### config.mk
export PLATFORM = sky130hd
export DESIGN_NAME = uart_word_tx
export DESIGN_NICKNAME = d
export VERILOG_FILES = /design/src/rtl/uart_word_tx.sv
export SDC_FILE = /design/constraint.sdc
export NUM_CORES = 1
export LEC_CHECK = 0
export ABC_AREA = 1
export BUFFER_PORTS_ARGS = -buffer_cell sky130_fd_sc_hd__buf_4
export CAP_MARGIN = 25
export CORE_ASPECT_RATIO = 0.5
export CORE_MARGIN = 1.5
export CORE_UTILIZATION = 45
export CTS_CLUSTER_DIAMETER = 60
export CTS_CLUSTER_SIZE = 14
export DETAILED_ROUTE_END_ITERATION = 10
export HOLD_SLACK_MARGIN = 0.12
export PLACE_DENSITY_LB_ADDON = 0.05
export REMOVE_ABC_BUFFERS = 1
export SYNTH_ARGS = -nofsm -noshare
export SYNTH_HDL_FRONTEND = slang
export SYNTH_SLANG_ARGS = --single-unit
### constraint.sdc
create_clock -name clk -period 3.7 [get_ports clk]
set_input_delay 0.74 -clock clk [delete_from_list [all_inputs] [get_ports clk]]
set_output_delay 0.74 -clock clk [all_outputs]
set_load 0.01 [all_outputs]
### src/rtl/uart_word_tx.sv
// uart_word_tx: FIFO-buffered 32-bit word UART transmitter, four LSB-first 8N1 frames per word (8E1 when UART_WORD_TX_PARITY_EN is defined)
module uart_word_tx #(
  parameter logic [15:0] CLKS_PER_BIT   = 16'd10417,
  parameter int          FIFO_DEPTH_BIT = 2
) (
  input  logic                    clk,
  input  logic                    reset,
  input  logic                    wr_en,
  input  logic [31:0]             wr_data,
  output logic                    full,
  output logic [FIFO_DEPTH_BIT:0] count,
  output logic                    overflow,
  output logic                    busy,
  output logic                    word_done,
  output logic                    Tx_Serial
);
  localparam int DEPTH = 1 << FIFO_DEPTH_BIT;
  localparam logic [FIFO_DEPTH_BIT:0] FULL_CNT = (FIFO_DEPTH_BIT + 1)'(DEPTH);
  typedef enum logic [2:0] {
    IDLE,
    START,
    DATA,
`ifdef UART_WORD_TX_PARITY_EN
    PARITY,
`endif
    STOP
  } state_t;
  logic [31:0]               mem_q [DEPTH];
  logic [FIFO_DEPTH_BIT-1:0] wr_ptr_q, rd_ptr_q;
  logic [FIFO_DEPTH_BIT:0]   count_q;
  logic                      overflow_q;
  state_t                    state_q, state_d;
  logic [15:0]               timer_q, timer_d;
  logic [2:0]                bit_idx_q, bit_idx_d;
  logic [1:0]                byte_idx_q, byte_idx_d;
  logic [31:0]               shift_q, shift_d;
  logic                      tx_q, tx_d;
  logic                      done_q, word_done_q;
  logic                      push, pop, done, last;
  assign full      = count_q == FULL_CNT;
  assign push      = wr_en && !full;
  assign last      = timer_q == CLKS_PER_BIT - 16'd1;
  assign count     = count_q;
  assign overflow  = overflow_q;
  assign busy      = state_q != IDLE;
  assign word_done = word_done_q;
  assign Tx_Serial = tx_q;
  // Word FIFO: a write while full is dropped and latched as overflow, whatever the reader does
  always_ff @(posedge clk) begin
    if (reset) begin
      wr_ptr_q   <= '0;
      rd_ptr_q   <= '0;
      count_q    <= '0;
      overflow_q <= 1'b0;
    end else begin
      if (push) begin
        mem_q[wr_ptr_q] <= wr_data;
        wr_ptr_q        <= wr_ptr_q + 1'b1;
      end
      if (pop) rd_ptr_q <= rd_ptr_q + 1'b1;
      count_q <= count_q + (FIFO_DEPTH_BIT + 1)'(push) - (FIFO_DEPTH_BIT + 1)'(pop);
      if (wr_en && full) overflow_q <= 1'b1;
    end
  end
  // Frame sequencer: next state, bit timer, byte/bit indices and word hand-off from the FIFO
  always_comb begin
    state_d    = state_q;
    timer_d    = (state_q == IDLE || last) ? 16'd0 : timer_q + 16'd1;
    bit_idx_d  = bit_idx_q;
    byte_idx_d = byte_idx_q;
    shift_d    = shift_q;
    pop        = 1'b0;
    done       = 1'b0;
    case (state_q)
      IDLE: if (count_q != '0) begin
        pop        = 1'b1;
        shift_d    = mem_q[rd_ptr_q];
        byte_idx_d = 2'd0;
        state_d    = START;
      end
      START: if (last) begin
        bit_idx_d = 3'd0;
        state_d   = DATA;
      end
      DATA: if (last) begin
        bit_idx_d = bit_idx_q + 3'd1;
`ifdef UART_WORD_TX_PARITY_EN
        if (bit_idx_q == 3'd7) state_d = PARITY;
`else
        if (bit_idx_q == 3'd7) state_d = STOP;
`endif
      end
`ifdef UART_WORD_TX_PARITY_EN
      PARITY: if (last) state_d = STOP;
`endif
      STOP: if (last) begin
        if (byte_idx_q != 2'd3) begin
          byte_idx_d = byte_idx_q + 2'd1;
          shift_d    = shift_q >> 8;
          state_d    = START;
        end else begin
          done = 1'b1;
          if (count_q != '0) begin
            pop        = 1'b1;
            shift_d    = mem_q[rd_ptr_q];
            byte_idx_d = 2'd0;
            state_d    = START;
          end else begin
            state_d = IDLE;
          end
        end
      end
      default: state_d = IDLE;
    endcase
  end
  // Line level for the current state; registered below so the pin never glitches
  always_comb begin
`ifdef UART_WORD_TX_PARITY_EN
    tx_d = state_q == START  ? 1'b0 :
           state_q == DATA   ? shift_q[bit_idx_q] :
           state_q == PARITY ? ^shift_q[7:0] : 1'b1;
`else
    tx_d = state_q == START ? 1'b0 :
           state_q == DATA  ? shift_q[bit_idx_q] : 1'b1;
`endif
  end
  // Sequencer registers; word_done is delayed twice so it lines up with the end of the last stop bit on the pin
  always_ff @(posedge clk) begin
    if (reset) begin
      state_q     <= IDLE;
      timer_q     <= '0;
      bit_idx_q   <= '0;
      byte_idx_q  <= '0;
      shift_q     <= '0;
      tx_q        <= 1'b1;
      done_q      <= 1'b0;
      word_done_q <= 1'b0;
    end else begin
      state_q     <= state_d;
      timer_q     <= timer_d;
      bit_idx_q   <= bit_idx_d;
      byte_idx_q  <= byte_idx_d;
      shift_q     <= shift_d;
      tx_q        <= tx_d;
      done_q      <= done;
      word_done_q <= done_q;
    end
  end
endmodule

==> Word level (Yosys, flattened, before mapping) <==
Memories as Yosys holds them, arrays and structs flattened. A register that Yosys moved wholly into a read port is not among the register bits.
Index checks and enable logic that the tools add are counted.
{ "op_classes": {"bitwise": 2, "add_sub_neg": 7, "magnitude_cmp": 1, "n_mux": 33, "mul": 0, "n_eq_ne": 12, "n_shift": 0, "n_div": 0, "reduce_logical": 14} }
{ "ops": {"columns": ["op", "count"], "rows": [
  ["32-bit two-way mux", 3],
  ["32-bit case mux with 2 select lines", 1],
  ["3-bit two-way mux", 7],
  ["16-bit by 1-bit adder with 16-bit output (second input constant)", 1],
  ["16-bit by 14-bit == test with 1-bit output (second input constant)", 1],
  ["1-bit two-way mux", 12],
  ["3-bit case mux with 4 select lines", 1],
  ["2-bit two-way mux", 5],
  ["2-bit != test (second input constant)", 5],
  ["2-bit by 1-bit adder with 2-bit output (second input constant)", 3],
  ["3-bit by 2-bit == test with 1-bit output (second input constant)", 2],
  ["3-bit == test (second input constant)", 2],
  ["3-bit by 6-bit < comparator with 1-bit output (second input constant)", 1],
  ["3-bit case mux with 2 select lines", 1],
  ["3-bit nonzero test", 2],
  ["5-bit AND reduction", 1],
  ["2-bit case mux with 2 select lines", 1],
  ["2-bit nonzero test", 2],
  ["3-bit by 1-bit adder with 3-bit output", 1],
  ["3-bit by 1-bit adder with 3-bit output (second input constant)", 1],
  ["1-bit binary-select mux with 3-bit select", 1],
  ["3-bit by 1-bit == test with 1-bit output (second input constant)", 1],
  ["3-bit logical NOT", 1],
  ["3-bit AND reduction", 1],
  ["other kinds (10)", 12]
]} }
{ "totals": {"mem_bits_ro": 0, "regBits": 67, "latch_bits": 0, "n_memories": 1, "output_inout_bits": 8, "word_cells": 82, "ram_bits": 128, "inputBits": 35} }
{ "memory_table": {"columns": ["name", "words", "word_bits", "read_ports", "rd_ports_with_merged_regs", "wr", "line", "rtl"], "rows": [
  ["mem_q", 4, 32, 1, 1, 1, "28", "logic [31:0] mem_q [DEPTH];"]
]} }

==> Longest topological paths before layout <==
{ "logic_depth": {"depth_word": 7, "ltp_mapped": 14, "mapped_depth_nobuf": 14} }

==> Least setup slack after synthesis <==
Ideal clock, no wire load.
{ "synth_timing": {"path_type": "input to register", "start": "input reset", "end": "memory mem_q[0][0], enable pin", "stages": 3, "n_path_buf": 1, "path_slack_ns": 0.663, "arrival_ns": 2.616, "setup_ns": 0.421, "required_time_ns": 3.279, "path_cell_list": "clkbuf_1 or2_2 nor2_1"} }
{ "synth_between": {"elab_chain_cells": 2} }
{ "synth_lines": {"columns": ["item", "line", "rtl"], "rows": [
  ["start, declared", "7", "input logic reset,"],
  ["1-bit two-way mux", "50", "if (reset) begin"],
  ["1-bit two-way mux (not written as such)", "57", "mem_q[wr_ptr_q] <= wr_data;"],
  ["end, declared", "28", null]
]} }
No other way between the ends.

==> Worst setup path in the final report <==
{ "layout_timing": {"start": "register state_q[1]", "end": "register shift_q[16]"} }
{ "layout_between": {"elab_chain_cells": 3, "word_cells_on_any_way": 6, "cone_classes": "eq/ne: 2; mux: 1; reduce/logical: 3"} }
{ "layout_lines": {"columns": ["item", "line", "rtl"], "rows": [
  ["start, declared", "32", "state_t state_q, state_d;"],
  ["start signal, assigned", "139", "state_q <= state_d;"],
  ["3-bit by 2-bit == test with 1-bit output / 3-bit logical NOT (equally long branches)", "74", "case (state_q)"],
  ["2-bit != test (no source line) / 2-bit nonzero test (equally long branches)", null, null],
  ["2-bit AND reduction (no source line)", null, null],
  ["end signal, assigned", "143", "shift_q <= shift_d;"],
  ["end, declared", "36", "logic [31:0] shift_q, shift_d;"]
]} }
Several ways; a longest one is shown, not always the timed one.
A chain may end at the register's enable or synchronous reset.

==> results summary <==
After clock tree synthesis, the repair step resized 0 gates. After layout, the worst path uses around two thirds of the clock period. The type of element launching the critical path is a register.

The area of the die is 19500 µm². The worst setup path is captured at a register. The share of total power dissipated in sequential elements is 43.0%. The tool flagged a number of max-cap violations equal to 0. For this run, the detailed router's first-pass iteration total came to 5. The final global-route overflow total came out at 0. The fmax came out at 410 MHz. The die boundary width came out at around 200 µm.

The routed layout has just under 6000 vias. During synthesis, Yosys emitted a total of 0 warnings. The number of DRC markers in iteration 0 is approximately 320. The total routed wirelength came out at around 18000 µm. The required time reported for the critical path endpoint is approximately 4.1 ns. Counting flops and latches in the post-synthesis netlist gives 196. The cell area after synthesis came out at around 8400 µm². The met1 usage came out at ~29%. The global-route wire length before repair is between 20000 and 30000 µm. Entering global routing, the biggest net connects 65 pins. The die is ~99 µm tall. Data arrives at the worst endpoint at around 2.8 ns.

TritonCTS built the clock tree. The post-route clock skew is 0.0113 ns. The count of final hold-check violations is 0.

The worst max-slew margin expressed relative to the limit is 49.2%. In the final layout, the multi-input gates occupy about 2700 µm². Setup repair after global routing left no endpoint under its margin. The switching power share of the total is 35.4%. The antenna cell count is 0.

The switching power of the nets came out at about 2.2 mW. The global-route met3 utilization is 3.83%. The worst hold path belongs to the class register to register. After clock tree synthesis, the clock-pin slew on the worst setup and hold paths is about 0.07 ns. The biggest fanout along the worst timing path is 32.

The post-detailed-route count of antenna-violating nets came out at 0. The post-layout net count came out at 964. The mean cell area of the mapped netlist came out at 9.53 µm².

The worst hold path was traced through 2 stages. The number of buffers added on ports came out at 42. The number of placed instances, taps included came out at around 1100. The post-synthesis instance total came out at slightly below 900.

The post-route netlist has approximately 12% of its cells at a drive strength greater than 1. The count of hold buffers inserted by post-cts repair is 0. The HPWL after detailed placement is 11000 µm. The level count of the clock H-tree came out at 4. In the layout the commonest cells are 239 x nand2_1, 128 x edfxtp_1, 97 x nor2_1. The part of the total power dissipated in the clock network is between 20 and 30%. The TritonCTS buffer count came out at 17. The placed standard-cell area came out at 8900 µm². After global routing, the most crowded layer is met2. The sequential cells in the finished layout cover a total of between 5000 and 6000 µm². The root buffer cell chosen for the clock tree is clkbuf_16.

The portion of total power attributed to combinational logic came out at 29.6%. The start point of the worst min-delay path is done_q. The routed via count divided by cell count came out at roughly 5.0. The post-route worst hold slack is 0.402 ns. The number of placed I/O pins came out at 43. The number of antenna violations at the first check in global routing came out at 0. The power per standard cell area came out at 665 nW/µm². Leaving out fill and tap cells, the most frequent cell in the layout is nand2_1. The post-CTS setup buffer count came out at 0. The initialized floorplan defines 35 standard-cell rows. The final non-filler cell area is roughly 9400 µm². The number of failing setup endpoints in the final timing report came out at 0.

Counting along the longest clock path gives a buffer depth of 2. For the pin with the worst max-slew slack, the measured transition is between 0.7 and 0.8 ns. The worst hold path terminates at word_done. The detail-routed net length per standard cell came out at between 15 and 20 µm. The total DRC errors in the routed layout came out at 0. Yosys mapped the design onto 33 distinct sky130hd cell types. The setup slack of the most critical reg-to-reg path came out at approximately 1.3 ns. The number of global-route vias before repair came out at roughly 5500.

The startpoint identified for the worst register-to-register timing path is state_q[1]. The internal power contribution came out at just over 4 mW. The placer congestion estimate is a little under 0.8. Across the VDD grid, the largest voltage drop is 0.000311 V. The number of pins with negative max-slew slack in the final report is 0. The final instance count without filler cells came out at between 1000 and 1500. The met2 global-route usage is around 30%. The sequential element share of the synthesized area is just over 60%. The length in cells of the worst reg-to-reg path came out at 9. After filler insertion, the fill cell instance count of the layout stands at between 1500 and 2000. Clock tree synthesis found a total of 196 sinks.

The flow ran to the end, and the final reports show no timing, DRC or antenna violations. After floorplanning, the core was sized to cover about 18000 µm². The worst setup path is of the register to register kind. Summed over all failing endpoints, the final setup total negative slack is 0 ns.

The smallest clock period supported by the final layout is computed as ~2.4 ns. The global routing usage summed across all routing layers came out at between 15 and 20%. For this configuration, the core starts out at a cell density of a little under half. The leakage power of the design is ~3.7 nW. The layout overhead on the synthesized area is 12.5%.

The clock insertion delay at the later pin of the skew report is 0.43 ns. In this run the critical register-to-register path is captured at shift_q[16].
## synth_stat cells (all sizes together)
cell / instances / area share, %
inv: 80 / 3.6
o211ai: 1 / 0.090
nor3: 8 / 0.48
nand4: 22 / 1.6
edfxtp: 128 / 46
and3: 1 / 0.075
o21ai: 35 / 2.1
clkbuf: 20 / 0.90
ha: 15 / 2.2
nor2: 105 / 4.9
o21bai: 2 / 0.18
o21a: 1 / 0.090
or2: 7 / 0.52
fa: 1 / 0.24
xnor2: 1 / 0.10
nand2: 242 / 11
dfxtp: 68 / 16
nand3: 64 / 4.0
buf: 20 / 1.8
a21oi: 41 / 2.4
nor4: 1 / 0.075
a22oi: 16 / 1.4
## state kept, by name, indices dropped and copies added, names as in the netlist, named ones only
signal      cells
count           3
wr_ptr_q        2
done_q          1
state_q         2
word_done       1
bit_idx_q       3
timer_q        16
Tx_Serial       1
rd_ptr_q        2
mem_q         128
shift_q        32
overflow        1
byte_idx_q      2
## per-layer routing
| metal | vias up | wire [µm] | part of all wire (%) |
|---|---|---|---|
| met4 | 0 | 219 | 1.2 |
| met1 | 2749 | 9180 | 50 |
| met3 | 19 | 955 | 5.2 |
| met2 | 130 | 7870 | 43 |
| li1 | 2979 | - | - |
| met5 | - | 0 | 0 |
## power by group through the flow
stage | logic (mW) | registers (mW) | clock network, mW
5_1_grt | 2.13 | 2.72 | 1.84
3_3_place_gp | 1.84 | 2.74 | 0
4_1_cts | 1.86 | 2.69 | 1.77
6_report | 1.85 | 2.70 | 1.72
2_1_floorplan | 1.21 | 2.77 | 0
3_5_place_dp | 1.85 | 2.74 | 0
## area by class of cell
class	count	area share, %
Timing Repair Buffer	55	4.38
Clock buffer	20	4.63
Clock inverter	12	0.995
Sequential cell	196	55.2
Multi-Input combinational cell	563	28.4
Tap cell	240	3.18
Inverter	80	3.18
## critical path, stage by stage, from the launching register on
cell and delay (ns):
dfxtp_1 0.40, ha_1 0.33, inv_2 0.11, nor2_4 0.52, inv_2 0.18, nand2_1 0.16
nand3_4 0.35, nand2_1 0.17, nand2_1 0.06, nor2_1 0.10
## cell families after synthesis
logic type	Yosys count	share of synthesized area, %
flops	196	62.1
simple gates	450	22.7
xor+xnor	1	0.105
compound gates	96	6.33
buf+inv	120	6.30
fa+ha+maj	16	2.48
## how the worst max path moves through the flow
stage,start,depth (start not counted),to,slack (ns)
2_1_floorplan,wr_en,3,mem_q[0][0],0.74
3_3_place_gp,wr_en,5,mem_q[1][21],1.14
3_5_place_dp,wr_en,5,mem_q[1][21],1.11
4_1_cts,state_q[0],9,shift_q[14],1.24
5_1_grt,state_q[0],9,shift_q[16],0.93
6_report,state_q[1],9,shift_q[16],1.26
## metrics by stage
step / setup WS (ns) / util [%] / total power, mW
2_1_floorplan: 0.740 / - / 3.98
3_3_place_gp: 1.14 / 48.6 / 4.58
3_5_place_dp: 1.11 / 48.6 / 4.59
4_1_cts: 1.24 / 51.5 / 6.33
5_1_grt: 0.933 / 51.5 / 6.69
6_report: 1.26 / 51.5 / 6.27
No activity file was read; power rests on OpenSTA's default activity.
